**config.mk**
```make
export PLATFORM = sky130hd
export DESIGN_NAME = dram_cmd_scheduler
export DESIGN_NICKNAME = d
export VERILOG_FILES = /design/src/rtl/dram_cmd_scheduler.sv
export SDC_FILE = /design/constraint.sdc
export NUM_CORES = 1
export LEC_CHECK = 0
export BUFFER_PORTS_ARGS = -buffer_cell sky130_fd_sc_hd__buf_4
export CAP_MARGIN = 10
export CELL_PAD_IN_SITES_DETAIL_PLACEMENT = 0
export CELL_PAD_IN_SITES_GLOBAL_PLACEMENT = 1
export CORE_ASPECT_RATIO = 0.5
export CORE_MARGIN = 2
export CORE_UTILIZATION = 30
export DETAILED_ROUTE_END_ITERATION = 16
export PLACE_DENSITY_LB_ADDON = 0.1
export SLEW_MARGIN = 0
export SYNTH_ARGS = -nofsm -noshare
export SYNTH_HDL_FRONTEND = slang
export SYNTH_SLANG_ARGS = --single-unit
```
**constraint.sdc**
```tcl
create_clock -name clk -period 2.25 [get_ports clk]
set_clock_uncertainty 0.1 [all_clocks]
set_input_delay 0.3375 -clock clk [delete_from_list [all_inputs] [get_ports clk]]
set_output_delay 0.3375 -clock clk [all_outputs]
set_load 0.02 [all_outputs]
```
**src/rtl/dram_cmd_scheduler.sv**
```systemverilog
// ============================================================================
// Module   : dram_cmd_scheduler
// Purpose  : In-order DRAM command scheduler with open-row tracking and
//            periodic all-bank refresh.
// Revision : 1.0 - initial release
// ============================================================================
`default_nettype none

module dram_cmd_scheduler #(
  parameter int BGWIDTH    = 2,
  parameter int BANKGROUPS = 2**BGWIDTH,
  parameter int BAWIDTH    = 2,
  parameter int ROWWIDTH   = 16,
  parameter int BL         = 8,
  parameter int T_RCD      = 17,
  parameter int T_RP       = 17,
  parameter int T_WR       = 14,
  parameter int T_RFC      = 34,
  parameter int T_REFI     = 7800
) (
  input  logic                clk,
  input  logic                reset_n,
  input  logic                req_valid,
  output logic                req_ready,
  input  logic                req_write,
  input  logic                req_autopre,
  input  logic [BGWIDTH-1:0]  req_bg,
  input  logic [BAWIDTH-1:0]  req_ba,
  input  logic [ROWWIDTH-1:0] req_row,
  output logic                req_done,
  output logic [18:0]         commands,
  output logic [BGWIDTH-1:0]  bg,
  output logic [BAWIDTH-1:0]  ba,
  output logic [ROWWIDTH-1:0] row
);

  localparam int BANKSPERGROUP = 2**BAWIDTH;
  localparam int c_nbanks      = BANKGROUPS * BANKSPERGROUP;
  localparam int c_idxw        = BGWIDTH + BAWIDTH;

  localparam int c_max_a = (T_REFI > T_RFC) ? T_REFI : T_RFC;
  localparam int c_max_b = ((T_WR + T_RP) > (BL + T_RP)) ? (T_WR + T_RP) : (BL + T_RP);
  localparam int c_max   = (c_max_a > c_max_b) ? c_max_a : c_max_b;
  localparam int c_cntw  = $clog2(c_max + 1);

  localparam logic [c_cntw-1:0] c_refi_reload = c_cntw'(T_REFI - 1);
  localparam logic [c_cntw-1:0] c_wait_rp     = c_cntw'(T_RP - 2);
  localparam logic [c_cntw-1:0] c_wait_rcd    = c_cntw'(T_RCD - 2);
  localparam logic [c_cntw-1:0] c_wait_rfc    = c_cntw'(T_RFC - 1);
  localparam logic [c_cntw-1:0] c_wait_rd     = c_cntw'(BL - 1);
  localparam logic [c_cntw-1:0] c_wait_rda    = c_cntw'(BL + T_RP - 1);
  localparam logic [c_cntw-1:0] c_wait_wr     = c_cntw'(T_WR - 1);
  localparam logic [c_cntw-1:0] c_wait_wra    = c_cntw'(T_WR + T_RP - 1);

  localparam int c_cmd_act = 18;
  localparam int c_cmd_pr  = 7;
  localparam int c_cmd_pra = 6;
  localparam int c_cmd_rd  = 5;
  localparam int c_cmd_rda = 4;
  localparam int c_cmd_ref = 3;
  localparam int c_cmd_wr  = 1;
  localparam int c_cmd_wra = 0;

  typedef enum logic [3:0] {
    ST_IDLE,
    ST_DECIDE,
    ST_PRE,
    ST_WAIT_RP,
    ST_ACT,
    ST_WAIT_RCD,
    ST_COL,
    ST_WAIT_COL,
    ST_REF_PRA,
    ST_WAIT_RP_REF,
    ST_REF,
    ST_WAIT_RFC
  } state_t;

  state_t                r_state;
  logic [c_cntw-1:0]     r_cnt;
  logic [c_cntw-1:0]     r_refi_cnt;
  logic                  r_ref_pending;
  logic [c_nbanks-1:0]   r_open_vld;
  logic [ROWWIDTH-1:0]   r_open_row [c_nbanks];
  logic                  r_req_write;
  logic                  r_req_autopre;
  logic [BGWIDTH-1:0]    r_req_bg;
  logic [BAWIDTH-1:0]    r_req_ba;
  logic [ROWWIDTH-1:0]   r_req_row;
  logic [18:0]           r_commands;
  logic [BGWIDTH-1:0]    r_cmd_bg;
  logic [BAWIDTH-1:0]    r_cmd_ba;
  logic [ROWWIDTH-1:0]   r_cmd_row;
  logic                  r_req_done;

  logic [c_idxw-1:0]     w_idx;
  logic                  w_row_hit;
  logic                  w_any_open;
  logic [c_cntw-1:0]     w_col_wait;

  assign w_idx      = {r_req_bg, r_req_ba};
  assign w_row_hit  = r_open_vld[w_idx] && (r_open_row[w_idx] == r_req_row);
  assign w_any_open = |r_open_vld;

  always_comb begin
    w_col_wait = c_wait_rd;
    case ({r_req_write, r_req_autopre})
      2'b00:   w_col_wait = c_wait_rd;
      2'b01:   w_col_wait = c_wait_rda;
      2'b10:   w_col_wait = c_wait_wr;
      default: w_col_wait = c_wait_wra;
    endcase
  end

  // Gated by reset_n so the handshake is closed for the whole reset window.
  assign req_ready = reset_n && (r_state == ST_IDLE) && !r_ref_pending;
  assign req_done  = r_req_done;
  assign commands  = r_commands;
  assign bg        = r_cmd_bg;
  assign ba        = r_cmd_ba;
  assign row       = r_cmd_row;

  always_ff @(posedge clk or negedge reset_n) begin
    if (!reset_n) begin
      r_state       <= ST_IDLE;
      r_cnt         <= '0;
      r_refi_cnt    <= c_refi_reload;
      r_ref_pending <= 1'b0;
      r_open_vld    <= '0;
      for (int i = 0; i < c_nbanks; i++) begin
        r_open_row[i] <= '0;
      end
      r_req_write   <= 1'b0;
      r_req_autopre <= 1'b0;
      r_req_bg      <= '0;
      r_req_ba      <= '0;
      r_req_row     <= '0;
      r_commands    <= '0;
      r_cmd_bg      <= '0;
      r_cmd_ba      <= '0;
      r_cmd_row     <= '0;
      r_req_done    <= 1'b0;
    end else begin
      r_commands <= '0;
      r_cmd_bg   <= '0;
      r_cmd_ba   <= '0;
      r_cmd_row  <= '0;
      r_req_done <= 1'b0;

      case (r_state)
        ST_IDLE: begin
          if (r_ref_pending) begin
            r_state <= w_any_open ? ST_REF_PRA : ST_REF;
          end else if (req_valid) begin
            r_req_write   <= req_write;
            r_req_autopre <= req_autopre;
            r_req_bg      <= req_bg;
            r_req_ba      <= req_ba;
            r_req_row     <= req_row;
            r_state       <= ST_DECIDE;
          end
        end
        ST_DECIDE: begin
          if (w_row_hit) begin
            r_state <= ST_COL;
          end else if (!r_open_vld[w_idx]) begin
            r_state <= ST_ACT;
          end else begin
            r_state <= ST_PRE;
          end
        end
        ST_PRE: begin
          r_commands[c_cmd_pr] <= 1'b1;
          r_cmd_bg             <= r_req_bg;
          r_cmd_ba             <= r_req_ba;
          r_open_vld[w_idx]    <= 1'b0;
          r_cnt                <= c_wait_rp;
          r_state              <= ST_WAIT_RP;
        end
        ST_WAIT_RP: begin
          if (r_cnt == '0) r_state <= ST_ACT;
          else             r_cnt   <= r_cnt - 1'b1;
        end
        ST_ACT: begin
          r_commands[c_cmd_act] <= 1'b1;
          r_cmd_bg              <= r_req_bg;
          r_cmd_ba              <= r_req_ba;
          r_cmd_row             <= r_req_row;
          r_open_vld[w_idx]     <= 1'b1;
          r_open_row[w_idx]     <= r_req_row;
          r_cnt                 <= c_wait_rcd;
          r_state               <= ST_WAIT_RCD;
        end
        ST_WAIT_RCD: begin
          if (r_cnt == '0) r_state <= ST_COL;
          else             r_cnt   <= r_cnt - 1'b1;
        end
        ST_COL: begin
          if (r_req_write) begin
            if (r_req_autopre) r_commands[c_cmd_wra] <= 1'b1;
            else               r_commands[c_cmd_wr]  <= 1'b1;
          end else begin
            if (r_req_autopre) r_commands[c_cmd_rda] <= 1'b1;
            else               r_commands[c_cmd_rd]  <= 1'b1;
          end
          r_cmd_bg <= r_req_bg;
          r_cmd_ba <= r_req_ba;
          r_cnt    <= w_col_wait;
          r_state  <= ST_WAIT_COL;
        end
        ST_WAIT_COL: begin
          if (r_cnt == '0) begin
            r_req_done <= 1'b1;
            // Autoprecharge closes the bank once its precharge time has elapsed.
            if (r_req_autopre) r_open_vld[w_idx] <= 1'b0;
            r_state <= ST_IDLE;
          end else begin
            r_cnt <= r_cnt - 1'b1;
          end
        end
        ST_REF_PRA: begin
          r_commands[c_cmd_pra] <= 1'b1;
          r_open_vld            <= '0;
          r_cnt                 <= c_wait_rp;
          r_state               <= ST_WAIT_RP_REF;
        end
        ST_WAIT_RP_REF: begin
          if (r_cnt == '0) r_state <= ST_REF;
          else             r_cnt   <= r_cnt - 1'b1;
        end
        ST_REF: begin
          r_commands[c_cmd_ref] <= 1'b1;
          r_ref_pending         <= 1'b0;
          r_cnt                 <= c_wait_rfc;
          r_state               <= ST_WAIT_RFC;
        end
        ST_WAIT_RFC: begin
          if (r_cnt == '0) r_state <= ST_IDLE;
          else             r_cnt   <= r_cnt - 1'b1;
        end
        default: r_state <= ST_IDLE;
      endcase

      // Placed after the FSM so a fresh expiry wins over a same-cycle REF clear.
      if (r_refi_cnt == '0) begin
        r_refi_cnt    <= c_refi_reload;
        r_ref_pending <= 1'b1;
      end else begin
        r_refi_cnt <= r_refi_cnt - 1'b1;
      end
    end
  end

endmodule

`default_nettype wire

```
==> results.yml, run 1 <==
cts:
  cts_sinks: 354
  clkLatencyLatePin_ps: 550
  cts_tree: "built"
  cts_root_buf: "clkbuf_16"
  clk_pin_slew_worst_paths_ps: 60
  numCtsBuffers: 38
  htree_levels: 2
  cts_max_path_buffers: 3
critical_path:
  end_kind: "register"
  critPathMaxFanout: 13
  cp.arrival_ps: 3060
  cp_data_required_time_ps: 2620
  criticalPathCategory: "reg -> reg"
  crit_path_start_kind: "register"
timing:
  period_minus_slack_ps: 2690
  final_hold_viol_count: 0
  slew_viol_final: 0
  min_period_over_period_pct: 119
  max_slew_margin_pct: 44.8
  worst_slack_ps: -439
  setup_viol: 64
  fmaxAchievable_ghz: 0.372
  hold_ws_ps: 205
  rsz0062_at_grt: "yes"
  worstMarginPinSlew_ps: 828
placed_design:
  hpwlAfterDp_mm: 29.8
  routabilityCongestion: 0.732
  port_buffers: 54
  post_dp_cell_area_um2: 18900
  dp.cells: 2012
route:
  wl_per_cell_um: 21.9
  routed_wl_mm: 46.4
  ant_nets: 0
  num_vias: 10400
  routed_via_density: 4.91
  drtIter0Drc: 511
  drt_first_pass_iters: 7
  drc: 0
floorplan:
  design.core.area_um2: 54000
  dieArea_um2: 56800
  die_x_um: 335
  ios: 66
  num_rows: 60
  fp.dieH_um: 170
  start_util_pct: 30.5
global_routing:
  first_global_vias: 11100
  grt_pass1_wl_mm: 71.5
  antenna_found_initial: 1
  grt_max_degree: 134
  track_usage_pct: 16.7
  grt_remaining_overflow: 0
finish:
  area_growth_pct: 25.9
  final.fill_count: 5109
  drive_above_1_share_pct: 49.3
  final_area_um2: 20700
  finalNonFillerCells: 2115
  nets: 1407
  diodes: 0
synth:
  syn_inst: 1185
  ys_seq_area_share_pct: 54.0
  syn_area_um2: 16400
  synth-edff-count: 0
  synth.distinct_cells: 58
  ys.flop_type: "dfrtp_1"
  async_flop_share_pct: 100
  yosysWarningCount: 0
  synth-seq-cells: 354
  synth_area_per_cell_um2: 13.9
outcome:
  violations: "setup timing"
  status: "complete, but fails checks"
run:
  max-cap-violations: 0
pwr:
  power.density_nw_per_um2: 633
  leakagePower_nw: 10.1
  vdd_drop_max_mv: 0.481
worst_hold_path:
  min_path_type: "in -> reg"
## cells by family after synthesis
| family | share of synthesized area (%) |
|---|---|
| other cells | 0.0228 |
| fa+ha+maj | 0.609 |
| compound gates | 3.58 |
| mux | 30.2 |
| xor+xnor | 1.97 |
| simple gates | 6.16 |
| flops | 54.0 |
| buf+inv | 3.54 |
## per-layer routing
layer  track usage [%]  up-vias  wire (um)
li1                  -     4652          -
met1              24.5     5519      23200
met2              26.0      145      20700
met3              2.55       68       1500
met4              3.80        0        926
met5                 0        -          0
## state kept, by name (all words and copies together), names as in the netlist, 4 cells and up
name / cells
row: 16
r_open_row: 256
r_refi_cnt: 13
commands: 8
r_req_row: 16
r_open_vld: 16
r_cnt: 13
r_state: 4
## synthesized netlist by cell type (all sizes together), types with 8 or more instances
master  count  share of area (%)
mux2i      25                1.5
inv        12               0.27
o21ai      21               0.64
a21oi      27               0.82
nand3      21               0.64
mux4       69                9.5
nand2      57                1.3
a31oi      19               0.72
nor4       10               0.47
xor2       27                1.4
dfstp      10                1.6
nor3       14               0.46
clkbuf     54                1.2
and2       26               0.99
dfrtp     344                 52
mux2      279                 19
ha          8               0.61
buf        53                2.0
xnor2      10               0.53
nor2       36               0.82
## worst paths after layout
path	from	to	slack, ps	cells past startpoint
max reg2reg	r_req_ba[0]$_DFFE_PN0P_	r_state[2]$_DFFE_PN0P_	-440	10
min in group asynchronous	reset_n	row[10]$_DFF_PN0_	360	3
min	req_valid	r_state[0]$_DFFE_PN0P_	200	4
max in group asynchronous	reset_n	r_state[1]$_DFFE_PN0P_	890	3
min reg2reg	r_refi_cnt[0]$_DFF_PN1_	r_refi_cnt[0]$_DFF_PN1_	360	1
max	r_req_ba[0]$_DFFE_PN0P_	r_state[2]$_DFFE_PN0P_	-440	10
## per-stage QoR
stage               util (%)  TNS, ps  total power [W]  setup WS (ps)
floorplan                  -    -1920          0.00652           -143
global placement        35.0   -12070          0.00668           -750
detailed placement      35.0   -12690          0.00669           -768
CTS                     38.1    -3020           0.0134           -513
global route            38.3   -15440           0.0136           -563
finish                  38.3    -3230           0.0131           -439
## worst max-delay path: stages (launching register included)
cell	delay, ps
dfrtp_4	520
buf_12	170
buf_16	160
mux4_2	340
nor2_2	40
nor4b_1	330
nor4b_2	140
a2111oi_4	390
buf_4	170
nand4_1	90
a21oi_1	150
## cells in the final DEF, fill, tap and decap left out, types with 5 or more instances in the layout
cell type and count:
nor2_2 8, inv_1 10, clkbuf_8 6, buf_12 33, dfrtp_1 342, o21ai_0 16
clkbuf_16 38, nand2b_1 5, a21oi_1 24, nor2_1 28, a31oi_1 19, and2_1 24
dlygate4sd3_1 23, ha_1 8, mux2_2 279, nor4_1 6, buf_4 180, nand2_1 55
nand3_1 17, xnor2_1 10, clkinv_2 9, mux2i_1 24, mux4_2 68, nor3_1 12
clkbuf_1 6, xor2_1 25, conb_1 11, dfstp_2 10
## final cells by class
class                           instances  area (um^2)  share of cell area (%)
Tap cell                              713          892                    4.31
Clock buffer                           50         1060                    5.10
Clock inverter                         18          211                    1.02
Timing Repair Buffer                  245         2400                    11.6
Sequential cell                       354         8880                    42.9
Multi-Input combinational cell        723         7210                    34.8
Inverter                               12         45.0                   0.218
## where the power goes
part / switching (W) / internal (W)
Sequential: 0 / 0.00637
Clock: 0.00273 / 0.00378
Combinational: 0.000162 / 0.0000644
## timing repair
action | 4_1_cts | 5_1_grt
endpoints found under the hold margin | 294 | 0
resized for setup | 25 | 21
endpoints found under the setup margin | 158 | 212
buffers inserted | 3 | 8
pin swaps | 8 | 1
gates cloned | 2 | 0
hold buffers | 23 | 0
Power figures use the tool's default switching activity.
==> run 2, diff against run 1 <==
--- a/config.mk
+++ b/config.mk
@@ -18,3 +18,4 @@
 export SYNTH_ARGS = -nofsm -noshare
 export SYNTH_HDL_FRONTEND = slang
 export SYNTH_SLANG_ARGS = --single-unit
+export TNS_END_PERCENT = 30
==> run 2 against run 1 <==
  * The flow still finishes with violations (setup timing)
  * Register-to-register slack got worse by 90 ps
  * Critical path depth unchanged
  * Global-route usage is 0.22 points higher
  * Worst setup slack got worse by 88 ps
  * Critical path type unchanged
  * Largest cell class unchanged
==> results.yml, run 2 (synthesis results as in run 1) <==
pwr:
  switching_share_pct: 22.3
  leakagePower_nw: 10.1
  pwr-share-clk_pct: 47.8
  p_switching_w: 0.00282
  p_comb_share_pct: 1.8
  vdd_drop_max_mv: 0.378
  seqPwrFrac_pct: 50.4
  intPower_w: 0.00981
  power.density_nw_per_um2: 602
placed_design:
  routabilityCongestion: 0.756
  place_ws_ps: -774
  dp.cells: 2021
  hpwlAfterDp_mm: 30.5
  port_buffers: 54
  post_dp_cell_area_um2: 19000
global_routing:
  grt_pass1_wl_mm: 71.9
  track_usage_pct: 16.9
  grt_remaining_overflow: 0
  antenna_found_initial: 0
  grt_max_degree: 91
  first_global_vias: 11100
finish:
  area_growth_pct: 27.7
  drive_above_1_share_pct: 51.1
  top_register: "r_open_row"
  final_util_pct: 38.9
  largest_register_ffs: 256
  final.fill_count: 5091
  final_common_cell: "dfrtp_1"
  finalNonFillerCells: 2129
  nets: 1422
  final_area_um2: 21000
  layout_common_cells: "342 x dfrtp_1, 273 x mux2_2, 183 x buf_4"
floorplan:
  start_util_pct: 30.5
  design.core.area_um2: 54000
  ios: 66
  dieArea_um2: 56800
  fp.dieH_um: 170
  num_rows: 60
  die_x_um: 335
critical_path:
  cp_data_required_time_ps: 2600
  rr_startpoint: "r_req_ba[0]$_DFFE_PN0P_"
  critPathMaxFanout: 12
  critPathLaunch: "r_req_ba[0]$_DFFE_PN0P_"
  crit_path_start_kind: "register"
  r2r_cells: 10
  cp.arrival_ps: 3130
  criticalPathCategory: "reg -> reg"
  end_kind: "register"
  regToRegSetupSlack_ps: -530
route:
  wl_per_cell_um: 22.2
  ant_nets: 0
  routed_wl_mm: 47.2
  drt_first_pass_iters: 5
  drc: 0
  routed_via_density: 4.88
  drtIter0Drc: 638
  num_vias: 10400
timing:
  period_minus_slack_ps: 2780
  setup_viol: 18
  slew_viol_final: 0
  finalSetupTns_ps: -2260
  worst_slack_ps: -526
  fmaxAchievable_ghz: 0.360
  final_hold_viol_count: 0
  worstMarginPinSlew_ps: 542
  max_slew_margin_pct: 63.7
  min_period_over_period_pct: 123
  rsz0062_at_grt: "yes"
cts:
  cts_tree: "built"
  cts_root_buf: "clkbuf_16"
  numCtsBuffers: 36
  clkLatencyLatePin_ps: 550
  cts_max_path_buffers: 3
  cts_sinks: 354
  htree_levels: 2
  clk_pin_slew_worst_paths_ps: 60
run:
  max-cap-violations: 0
outcome:
  violations: "setup timing"
  status: "complete, but fails checks"
worst_hold_path:
  min_path_type: "in -> async"
## run 2: changes by cell type in the layout (fill, tap and decap cells not counted), sizes merged
cell / previous run / this run
buf: 222 / 238
clkinvlp: 4 / 0
bufinv: 4 / 2
inv: 12 / 14
clkbuf: 50 / 51
diode: 0 / 1
## run 2: path summary, 6_finish.rpt
path,to
max,r_state[2]$_DFFE_PN0P_
min,r_open_row[12]$_DFFE_PN0P_
max reg2reg,r_state[2]$_DFFE_PN0P_
min reg2reg,r_refi_cnt[0]$_DFF_PN1_
max in group asynchronous,r_refi_cnt[12]$_DFF_PN1_
min in group clk,r_state[0]$_DFFE_PN0P_
## run 2: routing by layer
layer	share of wire [%]	track usage, %
met5	0	0
met4	1.6	3.31
met3	3.3	2.94
met2	45	26.4
met1	50	24.7
## run 2: per-stage QoR
step / power, W / hold WS [ps]
2_1_floorplan: 0.00652 / -58.1
3_3_place_gp: 0.00669 / 122
3_5_place_dp: 0.00670 / 127
4_1_cts: 0.0129 / 138
5_1_grt: 0.0131 / 150
6_report: 0.0126 / 151
## run 2: area by class of cell
type | count | area [um^2] | share of cell area, %
sequential | 354 | 8880 | 42.3
clock buffer | 50 | 1000 | 4.78
clock inverter | 14 | 143 | 0.680
timing repair buffer | 262 | 2660 | 12.6
multi-input combinational | 723 | 7370 | 35.1
antenna | 1 | 2.50 | 0.0119
tap | 713 | 892 | 4.25
inverter | 12 | 45.0 | 0.215
## run 2: repair_timing
item	CTS	global route
setup endpoints to repair	107	95
setup buffers	11	6
gates resized for setup	62	49
pin swaps	12	12
hold buffers	23	0
cloned	4	1
endpoints found under the hold margin	238	0
## run 2: critical path, stage by stage (launching register included)
cell and delay, ps:
dfrtp_4 460, buf_12 120, buf_8 180, mux4_2 510, a22o_1 260, a221oi_2 220, xnor2_1 130, nor4_2 300
buf_4 150, nand4_1 110, a21oi_1 140
## run 2: power groups by stage
stage                     combinational [W]  sequential (W)  clock [W]
after floorplan                   0.0000313         0.00648          0
after global placement             0.000207         0.00648          0
after detailed placement           0.000213         0.00648          0
after CTS                          0.000246         0.00636    0.00624
after global routing               0.000268         0.00636    0.00652
final                              0.000233         0.00636    0.00603
